## config.mk

```make
export PLATFORM = sky130hd
export DESIGN_NAME = iram_collector
export DESIGN_NICKNAME = d
export VERILOG_FILES = /design/src/rtl/sort_pkg.sv /design/src/rtl/iram_store.sv /design/src/rtl/iram_collector.sv
export SDC_FILE = /design/constraint.sdc
export NUM_CORES = 1
export LEC_CHECK = 0
export ABC_AREA = 1
export BUFFER_PORTS_ARGS = -buffer_cell sky130_fd_sc_hd__buf_4
export CAP_MARGIN = 20
export CORE_AREA = 3 3 134 136
export CTS_CLUSTER_DIAMETER = 120
export DETAILED_ROUTE_END_ITERATION = 10
export DIE_AREA = 0 0 137 139
export GPL_TIMING_DRIVEN = 0
export HOLD_SLACK_MARGIN = 0.12
export SYNTH_ARGS = -nofsm -noshare
export SYNTH_HDL_FRONTEND = slang
export SYNTH_SLANG_ARGS = --single-unit
```

## constraint.sdc

```tcl
create_clock -name clk -period 1.3 [get_ports clk]
set_input_delay 0.195 -clock clk [delete_from_list [all_inputs] [get_ports clk]]
set_output_delay 0.195 -clock clk [all_outputs]
set_load 0.01 [all_outputs]
```

## src/rtl/sort_pkg.sv

```systemverilog
// Shared defaults, FSM state type and error-flag layout for the sort result collector.
package sort_pkg;

  localparam int unsigned DefDepth = 16;
  localparam int unsigned DefAw    = 4;
  localparam int unsigned DefDw    = 8;

  typedef enum logic [1:0] {
    StCollect,
    StCheck,
    StDrain
  } state_e;

  // Bit positions inside the packed error status vector.
  localparam int unsigned ErrMissingBit = 0;
  localparam int unsigned ErrDupBit     = 1;
  localparam int unsigned ErrOrderBit   = 2;
  localparam int unsigned ErrW          = 3;

endpackage

```

## src/rtl/iram_store.sv

```systemverilog
// Register-array result store with one write port and drain/scan read ports.
// SORT_CHECK_EN adds the written mask, duplicate detect and the scan read port.
module iram_store import sort_pkg::*; #(
  parameter int unsigned Depth = DefDepth,
  parameter int unsigned Aw    = DefAw,
  parameter int unsigned Dw    = DefDw
) (
  input  logic          clk_i,
  input  logic          rst_ni,
  input  logic          we_i,
  input  logic [Aw-1:0] waddr_i,
  input  logic [Dw-1:0] wdata_i,
  input  logic [Aw-1:0] raddr_a_i,
  output logic [Dw-1:0] rdata_a_o
`ifdef SORT_CHECK_EN
  ,
  input  logic          clr_i,
  input  logic [Aw-1:0] raddr_b_i,
  output logic [Dw-1:0] rdata_b_o,
  output logic          all_written_o,
  output logic          dup_o
`endif
);

  logic [Dw-1:0] mem_q [Depth];
  logic [Dw-1:0] mem_d [Depth];

  always_comb begin
    mem_d = mem_q;
    if (we_i) begin
      mem_d[waddr_i] = wdata_i;
    end
  end

  always_ff @(posedge clk_i or negedge rst_ni) begin
    if (!rst_ni) begin
      mem_q <= '{default: '0};
    end else begin
      mem_q <= mem_d;
    end
  end

  assign rdata_a_o = mem_q[raddr_a_i];

`ifdef SORT_CHECK_EN
  logic [Depth-1:0] mask_q, mask_d;
  logic             dup_q, dup_d;

  always_comb begin
    mask_d = mask_q;
    dup_d  = dup_q;
    if (clr_i) begin
      mask_d = '0;
      dup_d  = 1'b0;
    end else if (we_i) begin
      if (mask_q[waddr_i]) begin
        dup_d = 1'b1;
      end
      mask_d[waddr_i] = 1'b1;
    end
  end

  always_ff @(posedge clk_i or negedge rst_ni) begin
    if (!rst_ni) begin
      mask_q <= '0;
      dup_q  <= 1'b0;
    end else begin
      mask_q <= mask_d;
      dup_q  <= dup_d;
    end
  end

  assign rdata_b_o     = mem_q[raddr_b_i];
  // Next-state view so a write coinciding with the done edge is included.
  assign all_written_o = &mask_d;
  assign dup_o         = dup_d;
`endif

endmodule

```

## src/rtl/iram_collector.sv

```systemverilog
// Collects the sorter's IRAM writes, optionally checks them, then drains 16 bytes in order.
// SORT_CHECK_EN enables the CHECK scan and the err_* flags; otherwise they are tied to 0.
module iram_collector import sort_pkg::*; #(
  parameter int unsigned DEPTH = DefDepth,
  parameter int unsigned AW    = DefAw,
  parameter int unsigned DW    = DefDw
) (
  input  logic          clk,
  input  logic          reset,
  input  logic          IRAM_valid,
  input  logic [AW-1:0] IRAM_A,
  input  logic [DW-1:0] IRAM_D,
  input  logic          done,
  output logic          out_valid,
  input  logic          out_ready,
  output logic [DW-1:0] out_data,
  output logic          out_last,
  output logic          busy,
  output logic          err_missing,
  output logic          err_dup,
  output logic          err_order
);

  state_e        state_q, state_d;
  logic          done_q;
  logic [AW-1:0] rd_ptr_q, rd_ptr_d;
  logic          done_rise, we, hs;
  logic [AW-1:0] raddr_a;
  logic [DW-1:0] rdata_a;

`ifdef SORT_CHECK_EN
  logic [AW-1:0]   scan_q, scan_d;
  logic [ErrW-1:0] err_q, err_d;
  logic [DW-1:0]   rdata_b;
  logic            all_written, dup_seen, clr;
`endif

  assign done_rise = done & ~done_q;
  assign we        = IRAM_valid && (state_q == StCollect);
  assign out_valid = (state_q == StDrain);
  assign out_last  = out_valid && (rd_ptr_q == AW'(DEPTH - 1));
  assign out_data  = out_valid ? rdata_a : '0;
  assign busy      = (state_q != StCollect);
  assign hs        = out_valid & out_ready;

`ifdef SORT_CHECK_EN
  // During the scan port A supplies mem[i+1]; otherwise it follows the drain pointer.
  assign raddr_a     = (state_q == StCheck) ? scan_q + AW'(1) : rd_ptr_q;
  assign err_missing = err_q[ErrMissingBit];
  assign err_dup     = err_q[ErrDupBit];
  assign err_order   = err_q[ErrOrderBit];
`else
  assign raddr_a     = rd_ptr_q;
  assign err_missing = 1'b0;
  assign err_dup     = 1'b0;
  assign err_order   = 1'b0;
`endif

  iram_store #(
    .Depth(DEPTH),
    .Aw   (AW),
    .Dw   (DW)
  ) u_store (
    .clk_i        (clk),
    .rst_ni       (reset),
    .we_i         (we),
    .waddr_i      (IRAM_A),
    .wdata_i      (IRAM_D),
    .raddr_a_i    (raddr_a),
    .rdata_a_o    (rdata_a)
`ifdef SORT_CHECK_EN
    ,
    .clr_i        (clr),
    .raddr_b_i    (scan_q),
    .rdata_b_o    (rdata_b),
    .all_written_o(all_written),
    .dup_o        (dup_seen)
`endif
  );

  always_comb begin
    state_d  = state_q;
    rd_ptr_d = rd_ptr_q;
`ifdef SORT_CHECK_EN
    scan_d   = scan_q;
    err_d    = err_q;
    clr      = 1'b0;
`endif
    case (state_q)
      StCollect: begin
        if (done_rise) begin
`ifdef SORT_CHECK_EN
          state_d              = StCheck;
          scan_d               = '0;
          err_d[ErrMissingBit] = ~all_written;
          err_d[ErrDupBit]     = dup_seen;
          err_d[ErrOrderBit]   = 1'b0;
`else
          state_d = StDrain;
`endif
        end
      end
`ifdef SORT_CHECK_EN
      StCheck: begin
        if (rdata_b > rdata_a) begin
          err_d[ErrOrderBit] = 1'b1;
        end
        if (scan_q == AW'(DEPTH - 2)) begin
          state_d = StDrain;
        end else begin
          scan_d = scan_q + AW'(1);
        end
      end
`endif
      StDrain: begin
        if (hs) begin
          if (out_last) begin
            state_d  = StCollect;
            rd_ptr_d = '0;
`ifdef SORT_CHECK_EN
            clr      = 1'b1;
`endif
          end else begin
            rd_ptr_d = rd_ptr_q + AW'(1);
          end
        end
      end
      default: state_d = StCollect;
    endcase
  end

  always_ff @(posedge clk or negedge reset) begin
    if (!reset) begin
      state_q  <= StCollect;
      done_q   <= 1'b1;
      rd_ptr_q <= '0;
`ifdef SORT_CHECK_EN
      scan_q   <= '0;
      err_q    <= '0;
`endif
    end else begin
      state_q  <= state_d;
      done_q   <= done;
      rd_ptr_q <= rd_ptr_d;
`ifdef SORT_CHECK_EN
      scan_q   <= scan_d;
      err_q    <= err_d;
`endif
    end
  end

endmodule

```

=== After elaboration in Yosys (flattened, before gate mapping) ===
Cells that the tools add are included.

* Input bits: 17
* Word-level logic and storage cells: 52
* Output and inout port bits: 14
* Flip-flop bits (word level): 135

* Reduce and logical (&&, ||, !) cells: 7
* $lt $le $gt $ge: 3
* Bitwise gates (word level): 5
* Multiplexer cells: 12
* Eq/ne operators: 5
* $add $sub $neg: 1

{| class="wikitable"
|+ Operator list
! cell !! number
|-
| 128-bit bitwise mux || 1
|-
| 8-bit binary-select mux with 4-bit select || 1
|-
| 8-bit demux with 4-bit select || 1
|-
| 8-bit two-way mux || 4
|-
| 5-bit greater-or-equal comparator, second input constant || 2
|-
| 4-bit inverter with 5-bit output || 2
|-
| 2-bit two-way mux || 3
|-
| 5-bit by 1-bit less-than comparator with 1-bit output, second input constant || 1
|-
| 4-bit by 1-bit adder with 4-bit output, second input constant || 1
|-
| 4-bit == test, second input constant || 1
|-
| 4-bit two-way mux || 1
|-
| 2-bit by 1-bit != test with 1-bit output, second input constant || 2
|-
| 2-bit case mux with 2 select lines || 1
|-
| 1-bit logical AND || 3
|-
| 3-bit AND reduction || 1
|-
| 1-bit bitwise AND || 2
|-
| 2-bit == test, second input constant || 1
|-
| 2-bit zero test || 1
|-
| 2-bit != test, second input constant || 1
|-
| 2-bit AND reduction || 1
|-
| 2-bit nonzero test || 1
|-
| 1-bit inverter || 1
|}

=== Longest topological paths before layout ===
* Word-level depth: 6
* Mapped depth: 10
* Mapped depth without buffers: 8

=== Modules after synthesis ===
From an unflattened synthesis, not the netlist that was laid out.

* Cells, all modules: 907
* Area, all modules: 6657.6 µm²

{| class="wikitable"
|+ Modules (own cells, without submodules)
! module !! cells each !! area each (µm²) !! sequential area each (µm²) !! times used
|-
| iram_store || 850 || 6271.0 || 3203.1 || 1
|-
| iram_collector || 57 || 386.6 || 151.4 || 1
|}

=== Worst setup path after synthesis ===
Ideal clock, no wire load.

* Path kind: register to output
* Start: register rd_ptr_q[0] (netlist: raddr_a[0])
* End: output port out_data[0]
* Stages on the path, launching flop included: 10
* Data arrival time: 1323 ps
* Required time: 1105 ps
* Path slack: -218 ps
* Path buffers: 2
* Cell sequence: dfrtp_1 -> inv_1 -> buf_2 -> buf_2 -> nand2_1 -> nand2_1 -> nand2_1 -> nand3_1 -> nand3_1 -> a21oi_1

* Longest elaborated chain between the ends: 5

{| class="wikitable"
|+ Ends and longest elaborated chain
! what !! RTL line !! source
|-
| start: declaration || iram_collector.sv:26 || <nowiki>logic [AW-1:0] rd_ptr_q, rd_ptr_d;</nowiki>
|-
| start signal: assignment || iram_collector.sv:144 || <nowiki>rd_ptr_q <= rd_ptr_d;</nowiki>
|-
| 4-bit inverter with 5-bit output (not written as such) || iram_store.sv:43 || <nowiki>assign rdata_a_o = mem_q[raddr_a_i];</nowiki>
|-
| 8-bit binary-select mux with 4-bit select || iram_store.sv:43 ||
|-
| 8-bit two-way mux (not written as such) (2 in a row) || iram_store.sv:43 ||
|-
| 8-bit two-way mux || iram_collector.sv:42 || <nowiki>assign out_data = out_valid ? rdata_a : '0;</nowiki>
|-
| end: declaration || iram_collector.sv:16 || <nowiki>output logic [DW-1:0] out_data,</nowiki>
|}

No other way between the ends. The select of a mux whose other input is x is not followed.

=== Worst setup path in the final report ===
* Start: register rd_ptr_q[0] (netlist: raddr_a[0])
* End: output port out_data[5]

The elaborated chain is that of the path after synthesis.

==> reports/qor.txt <==
Status: complete, but fails checks
Failing checks: setup timing
TritonCTS clock tree: done
Cells along the critical path: inv_2 > buf_12 > clkbuf_16 > nand2_2 > nand2_2 > nand2_2 > nand3_4 > nand3_4 > a21oi_4 > buf_6
First-pass GRT wire length: 32.4 mm
Crit path kind: flip-flop to primary output
Initial antenna violation count: 0
Final WL: 21.4 mm
Crit-path leading delay family: buffers and inverters
HPWL Detailed: 13.1 mm
Worst slew margin: 0.286
H-tree depth: 4
Post-Syn Area per Cell: 7.61 µm²
Clock Tree Root: clkbuf_16
Fin util: 0.585
Slowest-stage cell, CP: dfrtp_2
Via Count: 6345
Longest Clk Path Bufs: 2
Vias in the first global route: 5899
Flops & latches, synth: 134
Synthesized area: 0.00671 mm²
Vias per cell: 5.17
I/O Pins: 31
Highest Clock Rate: 456 MHz
Period utilisation layout: 1.69
Chip Width: 137 µm
Most frequent cells in the layout: nand2_1, dfrtp_1, inv_1
Most frequent CP cell: nand2_2
Clock latency on the worst-skew pair: 0.42 ns
DR iter-0 viols: 536
Row cnt: 48
Filler Cells Inserted: 1493
Worst R2R Setup Slack: -0.19 ns
Largest net degree at the start of global routing: 97
Clock transition at path regs: 0.06 ns
Synth-to-layout area growth: 48.7%
Max-slew violations: 0
Nets: 1008
CP arrival: 2.00 ns
WL/cell: 17.5 µm
Cell count after synthesis: 881
Total track usage: 0.222
Min-delay worst type: primary input to flip-flop
Minimum clock period: 2.19 ns
Die area: 0.0190 mm²
CTS Buf Count: 17
Initial Util: 0.393
Crit path launch type: flip-flop
Multi-input logic area: 0.00376 mm²
CP peak stage delay: 0.46 ns
Unrepaired setup endpoints after global routing: true
Slew @ Worst Pin: 1.07 ns
PwrDens: 2170 mW/mm²
Register Area: 0.00336 mm²
Buf+Inv Stages, Crit Path: 4
Req. time, crit path: 1.11 ns
Die Ht: 139 µm
Unique masters post-synth: 26
Final Hold Vio Count: 0
Total core area: 0.0171 mm²
IO buf count: 27
Post-synthesis sequential area ratio: 0.500
Yosys warnings: 0
DRC viols: 0
Post-synth EDFFs: 0
Commonest non-fill, non-tap cell in the layout: nand2_1
Share of cells above drive strength 1: 0.431
Sink Count: 134
Final global-route overflow total: 0
Synth async-reset ratio: 1.00
CP Capture Type: primary output
N_diodes: 0
Post-synth top flop: dfrtp_1
DRT antenna net count: 0
GP Congestion: 0.888
Maximum Capacitance Violations: 0
Post-Route Setup TNS: -22.51 ns
Clock skew: 0.00501 ns
Leak: 4.70 nW
Crit Path Max Fanout: 8
Setup WS post-layout: -0.892 ns
Endpoints failing setup: 139
Peak supply drop: 1270 µV
DR pass1 iterations: 5
-- routing by layer --
metal | vias to the layer above | GRT usage | share of wire
met1 | 3132 | 0.322 | 0.45
met4 | 0 | 0.0825 | 0.030
met3 | 42 | 0.0421 | 0.047
met5 | - | 0 | 0
li1 | 2997 | - | -
met2 | 174 | 0.331 | 0.48
-- synthesized netlist by cell type, types with 4 or more instances --
library cell,count,area (µm²)
buf_6,9,101
o21ai_2,16,140
inv_1,105,394
nand2_1,349,1310
buf_4,4,30.0
o21ai_1,41,205
nor3_4,4,65.1
clkbuf_1,15,56.3
nor2_1,4,15.0
nand2_2,15,93.8
a21oi_1,10,50.1
o21ai_0,73,365
dfrtp_1,133,3330
buf_2,20,100
nand3_1,66,330
-- timing repair --
item / CTS / global route
pin swaps: 18 / 41
hold buffers: 3 / 0
gates resized for setup: 192 / 184
hold endpoints to repair: 42 / 0
buffers inserted: 27 / 11
gates cloned: 16 / 3
setup endpoints to repair: 140 / 140
-- cell type report --
class                      count  area share
multi-input combinational    588       0.377
sequential                   134       0.337
timing repair buffer          88      0.0991
buffer                        51      0.0492
clock buffer                  19      0.0444
inverter                     110      0.0433
tap                          225      0.0282
clock inverter                13      0.0221
-- report_power, final --
group	switching [W]	internal [W]	leakage, nW
combinational	0.00563	0.00411	2.58
sequential	0.000954	0.00551	1.80
clock	0.00197	0.00349	0.322
-- worst min-delay path, cell delays in order --
cell	delay, ns
buf_4	0.07
inv_1	0.14
o21ai_2	0.16
-- sequential cells by signal, summed over array words and instances (netlist names) --
name,flops
state_q,1
raddr_a,4
u_store.mem_q,128
done_q,1
-- worst paths after layout --
kind / startpoint / endpoint / depth (start not counted)
max: raddr_a[0] / out_data[5] / 10
min: IRAM_D[6] / u_store.mem_q[102] / 3
max reg2reg: state_q[1] / u_store.mem_q[29] / 8
min reg2reg: u_store.mem_q[3] / u_store.mem_q[3] / 2
max in group asynchronous: reset / u_store.mem_q[51] / 3
min in group asynchronous: reset / u_store.mem_q[125] / 2
-- kinds of logic (layout without fill, tap and decap cells) --
kind of cell    after synthesis  after routing  synth area share
fa+ha+maj                     1              1           0.00187
other cells                   1              3          0.000559
xor+xnor                      1              1           0.00131
simple gates                441            441             0.275
compound gates              142            142             0.115
flops                       134            134             0.500
buf+inv                     161            281             0.106
-- per-stage QoR --
stage | instance area [µm²] | worst slack, ns | hold slack [ns] | total power [W] | cells
6_report | 9980 | -0.892 | 0.177 | 0.0217 | 1228
5_1_grt | 9980 | -0.948 | 0.196 | 0.0229 | 1228
4_1_cts | 9180 | -0.867 | 0.166 | 0.0199 | 1214
3_5_place_dp | 7390 | -0.662 | 0.130 | 0.0133 | 1136
3_3_place_gp | 7360 | -0.678 | 0.315 | 0.0132 | 1135
2_1_floorplan | 6880 | -0.191 | -0.101 | 0.0110 | 883
Power figures use the tool's default switching activity.
